### config.mk
export PLATFORM = sky130hd
export DESIGN_NAME = seq_signed_divider
export DESIGN_NICKNAME = d
export VERILOG_FILES = /design/src/rtl/div_pkg.sv /design/src/rtl/div_restore_step.sv /design/src/rtl/seq_signed_divider.sv
export SDC_FILE = /design/constraint.sdc
export NUM_CORES = 1
export LEC_CHECK = 0
export CAP_MARGIN = 20
export CORE_MARGIN = 2
export CORE_UTILIZATION = 30
export CTS_BUF_LIST = sky130_fd_sc_hd__clkbuf_8 sky130_fd_sc_hd__clkbuf_16
export CTS_CLUSTER_DIAMETER = 100
export DETAILED_ROUTE_END_ITERATION = 8
export DONT_BUFFER_PORTS = 1
export GPL_TIMING_DRIVEN = 0
export HOLD_SLACK_MARGIN = 0.05
export MAX_ROUTING_LAYER = met4
export PLACE_DENSITY = 0.52
export SETUP_SLACK_MARGIN = 0.2
export SYNTH_ARGS = -nofsm -noshare
export SYNTH_HDL_FRONTEND = slang
export SYNTH_SLANG_ARGS = --single-unit
### constraint.sdc
create_clock -name clk -period 6.1 [get_ports clk]
set_input_delay 0.915 -clock clk [delete_from_list [all_inputs] [get_ports clk]]
set_output_delay 0.915 -clock clk [all_outputs]
set_load 0.05 [all_outputs]
### src/rtl/div_pkg.sv
`default_nettype none
// ============================================================================
//  Module   : div_pkg
//  Purpose  : Shared types, constants and helpers for the sequential signed
//             divider (state encoding, default width, widened absolute value).
//  Revision : 1.0 - initial release
// ============================================================================
package div_pkg;

    localparam int DIV_WIDTH_DEFAULT = 8;

    // Widest operand the absolute-value helper accepts; callers sign-extend
    // into this width and truncate the result back to WIDTH+1 bits.
    localparam int DIV_MAX_W = 64;

    typedef enum logic [1:0] {
        IDLE = 2'd0,
        CALC = 2'd1,
        FIX  = 2'd2
    } div_state_t;

    // Magnitude of a two's-complement value with one extra bit, so the most
    // negative input keeps its full magnitude.
    function automatic logic [DIV_MAX_W:0] abs_ext(input logic signed [DIV_MAX_W-1:0] x);
        logic [DIV_MAX_W:0] w_wide;
        w_wide = {x[DIV_MAX_W-1], x};
        return x[DIV_MAX_W-1] ? (~w_wide + (DIV_MAX_W+1)'(1)) : w_wide;
    endfunction

endpackage
`default_nettype wire

### src/rtl/div_restore_step.sv
`default_nettype none
// ============================================================================
//  Module   : div_restore_step
//  Purpose  : One restoring-division iteration: shift the partial remainder
//             left, bring in the next dividend bit, trial-subtract |b| and keep
//             the difference when it is non-negative.
//  Revision : 1.0 - initial release
// ============================================================================
module div_restore_step #(
    parameter int WIDTH = 8
) (
    input  logic [WIDTH:0] i_rem,
    input  logic           i_bit,
    input  logic [WIDTH:0] i_abs_b,
    output logic [WIDTH:0] o_rem,
    output logic           o_qbit
);

    logic [WIDTH+1:0] w_shifted;

    // Shift-in, compare and conditionally subtract.
    always_comb begin
        w_shifted = {i_rem, i_bit};
        o_qbit    = (w_shifted >= {1'b0, i_abs_b});
        o_rem     = o_qbit ? (WIDTH+1)'(w_shifted - {1'b0, i_abs_b})
                           : (WIDTH+1)'(w_shifted);
    end

endmodule
`default_nettype wire

### src/rtl/seq_signed_divider.sv
`default_nettype none
// ============================================================================
//  Module   : seq_signed_divider
//  Purpose  : Multi-cycle signed divider, one quotient bit per clock using the
//             restoring algorithm on magnitudes, signs applied in a final step.
//             Start/done handshake; divide-by-zero and overflow flags.
//  Revision : 1.0 - initial release
// ============================================================================
module seq_signed_divider
    import div_pkg::*;
#(
    parameter int WIDTH = DIV_WIDTH_DEFAULT
) (
    input  logic             clk,
    input  logic             rst_n,
    input  logic             start,
    input  logic [WIDTH-1:0] dividend,
    input  logic [WIDTH-1:0] divisor,
    output logic             busy,
    output logic             done,
    output logic [WIDTH-1:0] quotient,
    output logic [WIDTH-1:0] remainder,
    output logic             div_by_zero,
    output logic             overflow
);

    localparam int CW = $clog2(WIDTH + 1);

    div_state_t       r_state;
    div_state_t       w_next_state;

    logic [CW-1:0]    r_count;
    logic [WIDTH:0]   r_abs_a;      // dividend magnitude, shifted out MSB first
    logic [WIDTH:0]   r_abs_b;
    logic [WIDTH:0]   r_rem;        // partial remainder magnitude
    logic [WIDTH-1:0] r_qmag;       // quotient magnitude being assembled
    logic [WIDTH-1:0] r_a;          // original dividend for the div-by-zero result
    logic             r_sign_q;
    logic             r_sign_r;
    logic             r_dbz_p;
    logic             r_ovf_p;

    logic [WIDTH-1:0] r_quotient;
    logic [WIDTH-1:0] r_remainder;
    logic             r_done;
    logic             r_dbz;
    logic             r_ovf;

    logic [WIDTH:0]   w_abs_a;
    logic [WIDTH:0]   w_abs_b;
    logic             w_div_zero;
    logic             w_is_ovf;
    logic             w_last_step;
    logic [WIDTH:0]   w_step_rem;
    logic             w_qbit;
    logic [WIDTH-1:0] w_rmag;

    assign w_abs_a     = (WIDTH+1)'(abs_ext(DIV_MAX_W'(signed'(dividend))));
    assign w_abs_b     = (WIDTH+1)'(abs_ext(DIV_MAX_W'(signed'(divisor))));
    assign w_div_zero  = (divisor == '0);
    assign w_is_ovf    = (dividend == {1'b1, {(WIDTH-1){1'b0}}}) && (&divisor);
    assign w_last_step = (r_count == CW'(WIDTH - 1));
    // Partial remainder is always below |b| <= 2^(W-1), so W bits hold it.
    assign w_rmag      = WIDTH'(r_rem);

    div_restore_step #(
        .WIDTH (WIDTH)
    ) u_step (
        .i_rem   (r_rem),
        .i_bit   (r_abs_a[WIDTH-1]),
        .i_abs_b (r_abs_b),
        .o_rem   (w_step_rem),
        .o_qbit  (w_qbit)
    );

    // State register.
    always_ff @(posedge clk or negedge rst_n) begin
        if (!rst_n) begin
            r_state <= IDLE;
        end else begin
            r_state <= w_next_state;
        end
    end

    // Next-state logic: zero divisors skip the iteration entirely.
    always_comb begin
        w_next_state = r_state;
        case (r_state)
            IDLE: begin
                if (start) begin
                    w_next_state = w_div_zero ? FIX : CALC;
                end
            end
            CALC: begin
                if (w_last_step) begin
                    w_next_state = FIX;
                end
            end
            FIX:     w_next_state = IDLE;
            default: w_next_state = IDLE;
        endcase
    end

    // Operand capture, iteration datapath and sign-corrected result registers.
    always_ff @(posedge clk or negedge rst_n) begin
        if (!rst_n) begin
            r_count     <= '0;
            r_abs_a     <= '0;
            r_abs_b     <= '0;
            r_rem       <= '0;
            r_qmag      <= '0;
            r_a         <= '0;
            r_sign_q    <= 1'b0;
            r_sign_r    <= 1'b0;
            r_dbz_p     <= 1'b0;
            r_ovf_p     <= 1'b0;
            r_quotient  <= '0;
            r_remainder <= '0;
            r_done      <= 1'b0;
            r_dbz       <= 1'b0;
            r_ovf       <= 1'b0;
        end else begin
            r_done <= 1'b0;
            case (r_state)
                IDLE: begin
                    if (start) begin
                        r_abs_a  <= w_abs_a;
                        r_abs_b  <= w_abs_b;
                        r_a      <= dividend;
                        r_sign_q <= dividend[WIDTH-1] ^ divisor[WIDTH-1];
                        r_sign_r <= dividend[WIDTH-1];
                        r_dbz_p  <= w_div_zero;
                        r_ovf_p  <= w_is_ovf;
                        r_rem    <= '0;
                        r_qmag   <= '0;
                        r_count  <= '0;
                    end
                end
                CALC: begin
                    r_rem   <= w_step_rem;
                    r_qmag  <= {r_qmag[WIDTH-2:0], w_qbit};
                    r_abs_a <= r_abs_a << 1;
                    r_count <= r_count + CW'(1);
                end
                FIX: begin
                    if (r_dbz_p) begin
                        r_quotient  <= '1;
                        r_remainder <= r_a;
                    end else begin
                        // A magnitude of 2^(W-1) wraps to the most negative value.
                        r_quotient  <= r_sign_q ? -r_qmag : r_qmag;
                        r_remainder <= r_sign_r ? -w_rmag : w_rmag;
                    end
                    r_dbz  <= r_dbz_p;
                    r_ovf  <= r_ovf_p;
                    r_done <= 1'b1;
                end
                default: ;
            endcase
        end
    end

    assign busy        = (r_state != IDLE);
    assign done        = r_done;
    assign quotient    = r_quotient;
    assign remainder   = r_remainder;
    assign div_by_zero = r_dbz;
    assign overflow    = r_ovf;

endmodule
`default_nettype wire

After elaboration in Yosys (flattened, before gate mapping):

Index checks and enable logic that the tools add are counted.

* flip-flop bits (word level): 71
* output and inout bits: 20
* logic and storage cells: 61
* input bits: 19

* equality and inequality tests: 6
* $add $sub $neg: 6
* bitwise operators: 3
* reduce and logical (&&, ||, !) cells: 9
* muxes and demuxes: 20
* magnitude comparators: 1

Operator list (count)
* 8-bit 2-to-1 mux: 7
* 8-bit one-hot mux with 2 select lines: 2
* 9-bit 2-to-1 mux: 3
* 9-bit one-hot mux with 2 select lines: 1
* 8-bit negator: 2
* 10-bit by 9-bit greater-or-equal comparator with 1-bit output: 1
* 9-bit by 1-bit adder with 9-bit output, second input constant: 1
* 9-bit inverter: 1
* 9-bit subtractor: 1
* 8-bit by 1-bit adder with 8-bit output, second input constant: 1
* 8-bit == test, second input constant: 1
* 8-bit logical NOT: 1
* 8-bit inverter: 1
* 4-bit one-hot mux with 2 select lines: 1
* 8-bit AND reduction: 1
* 2-bit 2-to-1 mux: 3
* 2-bit AND reduction: 3
* 4-bit by 1-bit adder with 4-bit output, second input constant: 1
* 4-bit by 3-bit == test with 1-bit output, second input constant: 1
* 4-bit 2-to-1 mux: 1
* 2-bit != test, second input constant: 2
* 2-bit one-hot mux with 2 select lines: 1
* 2-bit nonzero test: 2
* 2-bit by 1-bit == test with 1-bit output, second input constant: 1
* other kinds (5): 5

Logic depth before layout (Yosys ltp):

* depth after elaboration: 5
* mapped depth: 10
* mapped depth without buffers: 9

Modules after synthesis:

From an unflattened synthesis, not the netlist that was laid out.

* cells, all modules: 445
* area, all modules: 4060.1 um^2

By module, submodules not included
* seq_signed_divider: cells an instance 359, area each 3387.0 um^2, times used 1
* div_restore_step: cells an instance 86, area each 673.1 um^2, times used 1

Worst setup path after synthesis:

OpenSTA, ideal clock, no wires.

* path kind: flip-flop to flip-flop
* from: register r_abs_a[7]
* to: register r_rem[4]
* cell stages (with the launch flop): 11
* data required time: 5.996 ns
* data arrival time: 2.184 ns
* slack: 3.813 ns
* clock period less this slack: 2.287 ns
* path through: dfrtp_1 inv_1 ha_1 inv_1 fa_1 a211oi_4 o31ai_4 a211oi_4 buf_6 nand3_1 o311ai_1

* longest elaborated chain between the ends: 3
* elaborated cells between the ends (all ways): 4
* classes of those cells: add/sub: 1; order compare: 1; mux: 2

Ends and longest elaborated chain
* start, declared: line seq_signed_divider.sv:33 `logic [WIDTH:0] r_abs_a;`
* start signal, assigned: line seq_signed_divider.sv:127 `r_abs_a <= w_abs_a;`
* start signal, assigned: line seq_signed_divider.sv:142 `r_abs_a <= r_abs_a << 1;`
* 9-bit subtractor / 10-bit by 9-bit greater-or-equal comparator with 1-bit output (equally long branches): line div_restore_step.sv:25, div_restore_step.sv:24
* 9-bit 2-to-1 mux *: line div_restore_step.sv:25 `o_rem = o_qbit ? (WIDTH+1)'(w_shifted - {1'b0, i_abs_b})`
* 9-bit one-hot mux with 2 select lines *: line seq_signed_divider.sv:124 `case (r_state)`
* end signal, assigned: line seq_signed_divider.sv:140 `r_rem <= w_step_rem;`
* end, declared: line seq_signed_divider.sv:35 `logic [WIDTH:0] r_rem;`

Every way passes the cells marked *; elsewhere a longest branch is shown, timed or not.
A chain may end at the register's enable or synchronous reset.

Worst setup path in the final report:

* from: register r_abs_a[7]
* to: register r_rem[3]

Same word-level chain as after synthesis.

==> impl_metrics.yaml <==
synthesis:
  synthFlopType: "sky130_fd_sc_hd__dfrtp_1"
  post_synth_main_area_contributors: "sky130_fd_sc_hd__dfrtp_1 45%, sky130_fd_sc_hd__nand2_1 7.7%, sky130_fd_sc_hd__ha_1 4.9%, sky130_fd_sc_hd__o21ai_1 3.9%, sky130_fd_sc_hd__xnor2_1 3.4%"
  synth-edff-count: 0
  synth-async-reset-ratio_pct: 100
  yosysTopAreaCellShare_pct: 45.3
  seq_area_frac_synth_pct: 45.3
  synth_area_leader_cell: "sky130_fd_sc_hd__dfrtp_1"
  synthCells: 421
  synth.avg_cell_area_um2: 9.19
  ys.warnings.count: 0
  ys_seq_elements: 70
  mappedNetlistArea_um2: 3870
  yosysUniqueCellTypes: 52
  syn_nets: 456
power_and_ir_drop:
  vdd_ir_drop_max_uv: 201
  cellPowerDensity_nw_per_um2: 598
  p_leak_nw: 1.89
detailed_routing:
  drt_iter0_markers: 240
  detail_route.vias_per_cell: 4.93
  drt-wirelength-per-cell_um: 15.7
  routed-via-count: 3000
  number_of_nets_with_antenna_violations_after_routing: 0
  detail_route.wirelength_um: 9550
  post-route-drc-count: 0
  detailedRoute.firstPassIterationCount: 5
global_route:
  largest_net_degree_at_the_start_of_global_routing: 71
  overflow: 0
  grt_first_pass_wirelength_um: 15900
  first_global_vias: 2993
  grt_antenna_before_repair: 0
  groute.usage.overall_pct: 15.0
cts:
  total_clock_sinks: 70
  cts.htree.levels: 3
  clk_pin_slew_ps: 60
  clock_tree.root_cell: "sky130_fd_sc_hd__clkbuf_16"
  cts.repair_timing.setup_buffer_count: 0
  cts_resized: 0
  cts_inserted_buffers: 9
  clk_latency_ps: 330
  cts-root-to-sink-buffers: 2
  tritoncts: "built"
  cts-hold-fix-buffers: 0
sta:
  finalSetupTns_ps: 0
  clock.fmax_ghz: 0.387
  timing.clock.skew_ps: 6.04
  drv_slew: 0
  slew_headroom_pct: 51.9
  timing.final.setup_violations: 0
  finalWorstSetupSlack_ps: 3520
  finalCriticalPeriod_ps: 2580
  period_share_pct: 42.4
  final-hold-violation-count: 0
  unrepaired_setup_endpoints_after_global_routing: "no"
  worst-slew-pin-transition_ps: 703
floorplanning:
  dieArea_um2: 13800
  io-pin-count: 39
  dieWidth_um: 118
  floorplan.core_area_um2: 12600
  die-height_um: 118
  initial_core_util_pct: 30.7
  row_count: 41
setup_path:
  crit_type: "flop to flop"
  crit_required_ps: 6320
  timing.critical_path.fanout_max: 10
  crit_path_end_kind: "flop"
  crit_path_start_kind: "flop"
  critical_path_arrival_ps: 2810
hold_path:
  hold_class: "input port to asynchronous set/reset pin"
placed_design:
  dp_slack_ps: 3560
  io_buffers: 0
  gpl.final_weighted_congestion: 0.825
  detailed_place.area_um2: 4080
  hpwlAfterDp_um: 6980
finish:
  area_delta_synth_final_pct: 13.3
  seq_area_um2: 1750
  mostFrequentLayoutCell: "sky130_fd_sc_hd__nand2_1"
  multi_input_comb_area_um2: 1940
  layout.cell_area.non_filler_um2: 4380
  final_net_count: 467
  utilization_pct: 34.7
  fill_cells: 1300
  post_route_cells_drive_above_1_share_pct: 7.32
  insertedDiodeCount: 0
  final_cell_mix: "79 x sky130_fd_sc_hd__nand2_1, 70 x sky130_fd_sc_hd__dfrtp_1, 30 x sky130_fd_sc_hd__o21ai_1"
job:
  number_of_violations_of_the_max_capacitance_limit: 0
outcome:
  status: "completed"
[area by class of cell]
class	instances	area share [%]
flip-flops and latches	70	40.0
multi-input cells	308	44.3
clock buffers	9	5.14
well taps	172	4.91
plain buffers	19	1.91
clock inverters	7	1.66
inverters	24	2.06
[metal layers]
metal | up-vias | wire length [um] | track usage [%] | share of wire (%)
met5 | - | 0 | - | 0
met4 | 0 | 105 | 4.59 | 1.1
met3 | 7 | 434 | 3.83 | 4.5
met2 | 67 | 4280 | 22.4 | 45
met1 | 1437 | 4730 | 20.1 | 50
li1 | 1489 | - | - | -
[registers in the layout (all words and copies together), names as in the netlist, 2 cells and up]
name	flops
r_count	4
remainder	8
r_abs_a	8
quotient	8
r_rem	9
r_state	2
r_qmag	8
r_abs_b	9
r_a	8
[logic make-up after synthesis]
kind of cell	synth area share [%]
and+or+nand+nor	16.8
AOI/OAI and AO/OA	18.8
DFF	45.3
buffers and inverters	4.50
xor gates and xnor gates	6.11
adders and majority gates	5.37
muxes	3.14
[cells in the mapped netlist, drive strengths merged, types with 2 or more instances]
master and count:
nand2 79, o41ai 2, or3 4, o21ai 44, nand2b 4, nand3 9
xnor2 15, nor3 8, a22o 6, a211oi 3, a21oi 22, o311ai 3
nor2 21, nand4 3, a32oi 4, xor2 12, ha 15, and3 2
o31ai 10, mux2i 11, o22ai 5, o32a 2, clkbuf 13, a31oi 2
nor4 2, nor2b 6, buf 6, or4 2, dfrtp 70, inv 24
[stage by stage]
step	total power, mW	hold slack (ps)	std cells
6_report	2.62	277	609
5_1_grt	2.84	259	609
4_1_cts	2.64	262	609
3_5_place_dp	2.10	463	593
3_3_place_gp	2.06	462	593
2_1_floorplan	1.84	439	421
[report_power, final]
group	leakage (nW)	internal [mW]	switching (mW)	total (mW)
Clock	0.142	0.317	0.210	0.527
Sequential	0.896	0.649	0.291	0.940
Combinational	0.857	0.493	0.661	1.15
Total	1.89	1.46	1.16	2.62
[worst max-delay path, stage by stage (launching register included)]
cell and delay (ps):
sky130_fd_sc_hd__dfrtp_1 370, sky130_fd_sc_hd__inv_1 80, sky130_fd_sc_hd__ha_1 170, sky130_fd_sc_hd__inv_1 60, sky130_fd_sc_hd__fa_1 430, sky130_fd_sc_hd__a211oi_4 330
sky130_fd_sc_hd__o31ai_4 130, sky130_fd_sc_hd__a211oi_4 470, sky130_fd_sc_hd__buf_6 210, sky130_fd_sc_hd__nand3_1 90, sky130_fd_sc_hd__o311ai_1 110
[path summary, 6_finish.rpt]
kind | from | end | slack (ps) | cells past startpoint
setup / recovery | r_abs_a[7]$_DFFE_PN0P_ | r_rem[3]$_DFFE_PN0P_ | 3520 | 10
hold / removal | rst_n | r_abs_b[4]$_DFFE_PN0P_ | 280 | 0
setup reg to reg | r_abs_a[7]$_DFFE_PN0P_ | r_rem[3]$_DFFE_PN0P_ | 3520 | 10
hold reg to reg | r_ovf_p$_DFFE_PN0P_ | overflow$_DFFE_PN0P_ | 470 | 2
max in group asynchronous | rst_n | r_a[3]$_DFFE_PN0P_ | 5710 | 0
min in group clk | r_ovf_p$_DFFE_PN0P_ | overflow$_DFFE_PN0P_ | 470 | 2
No activity file was read; power rests on OpenSTA's default activity.
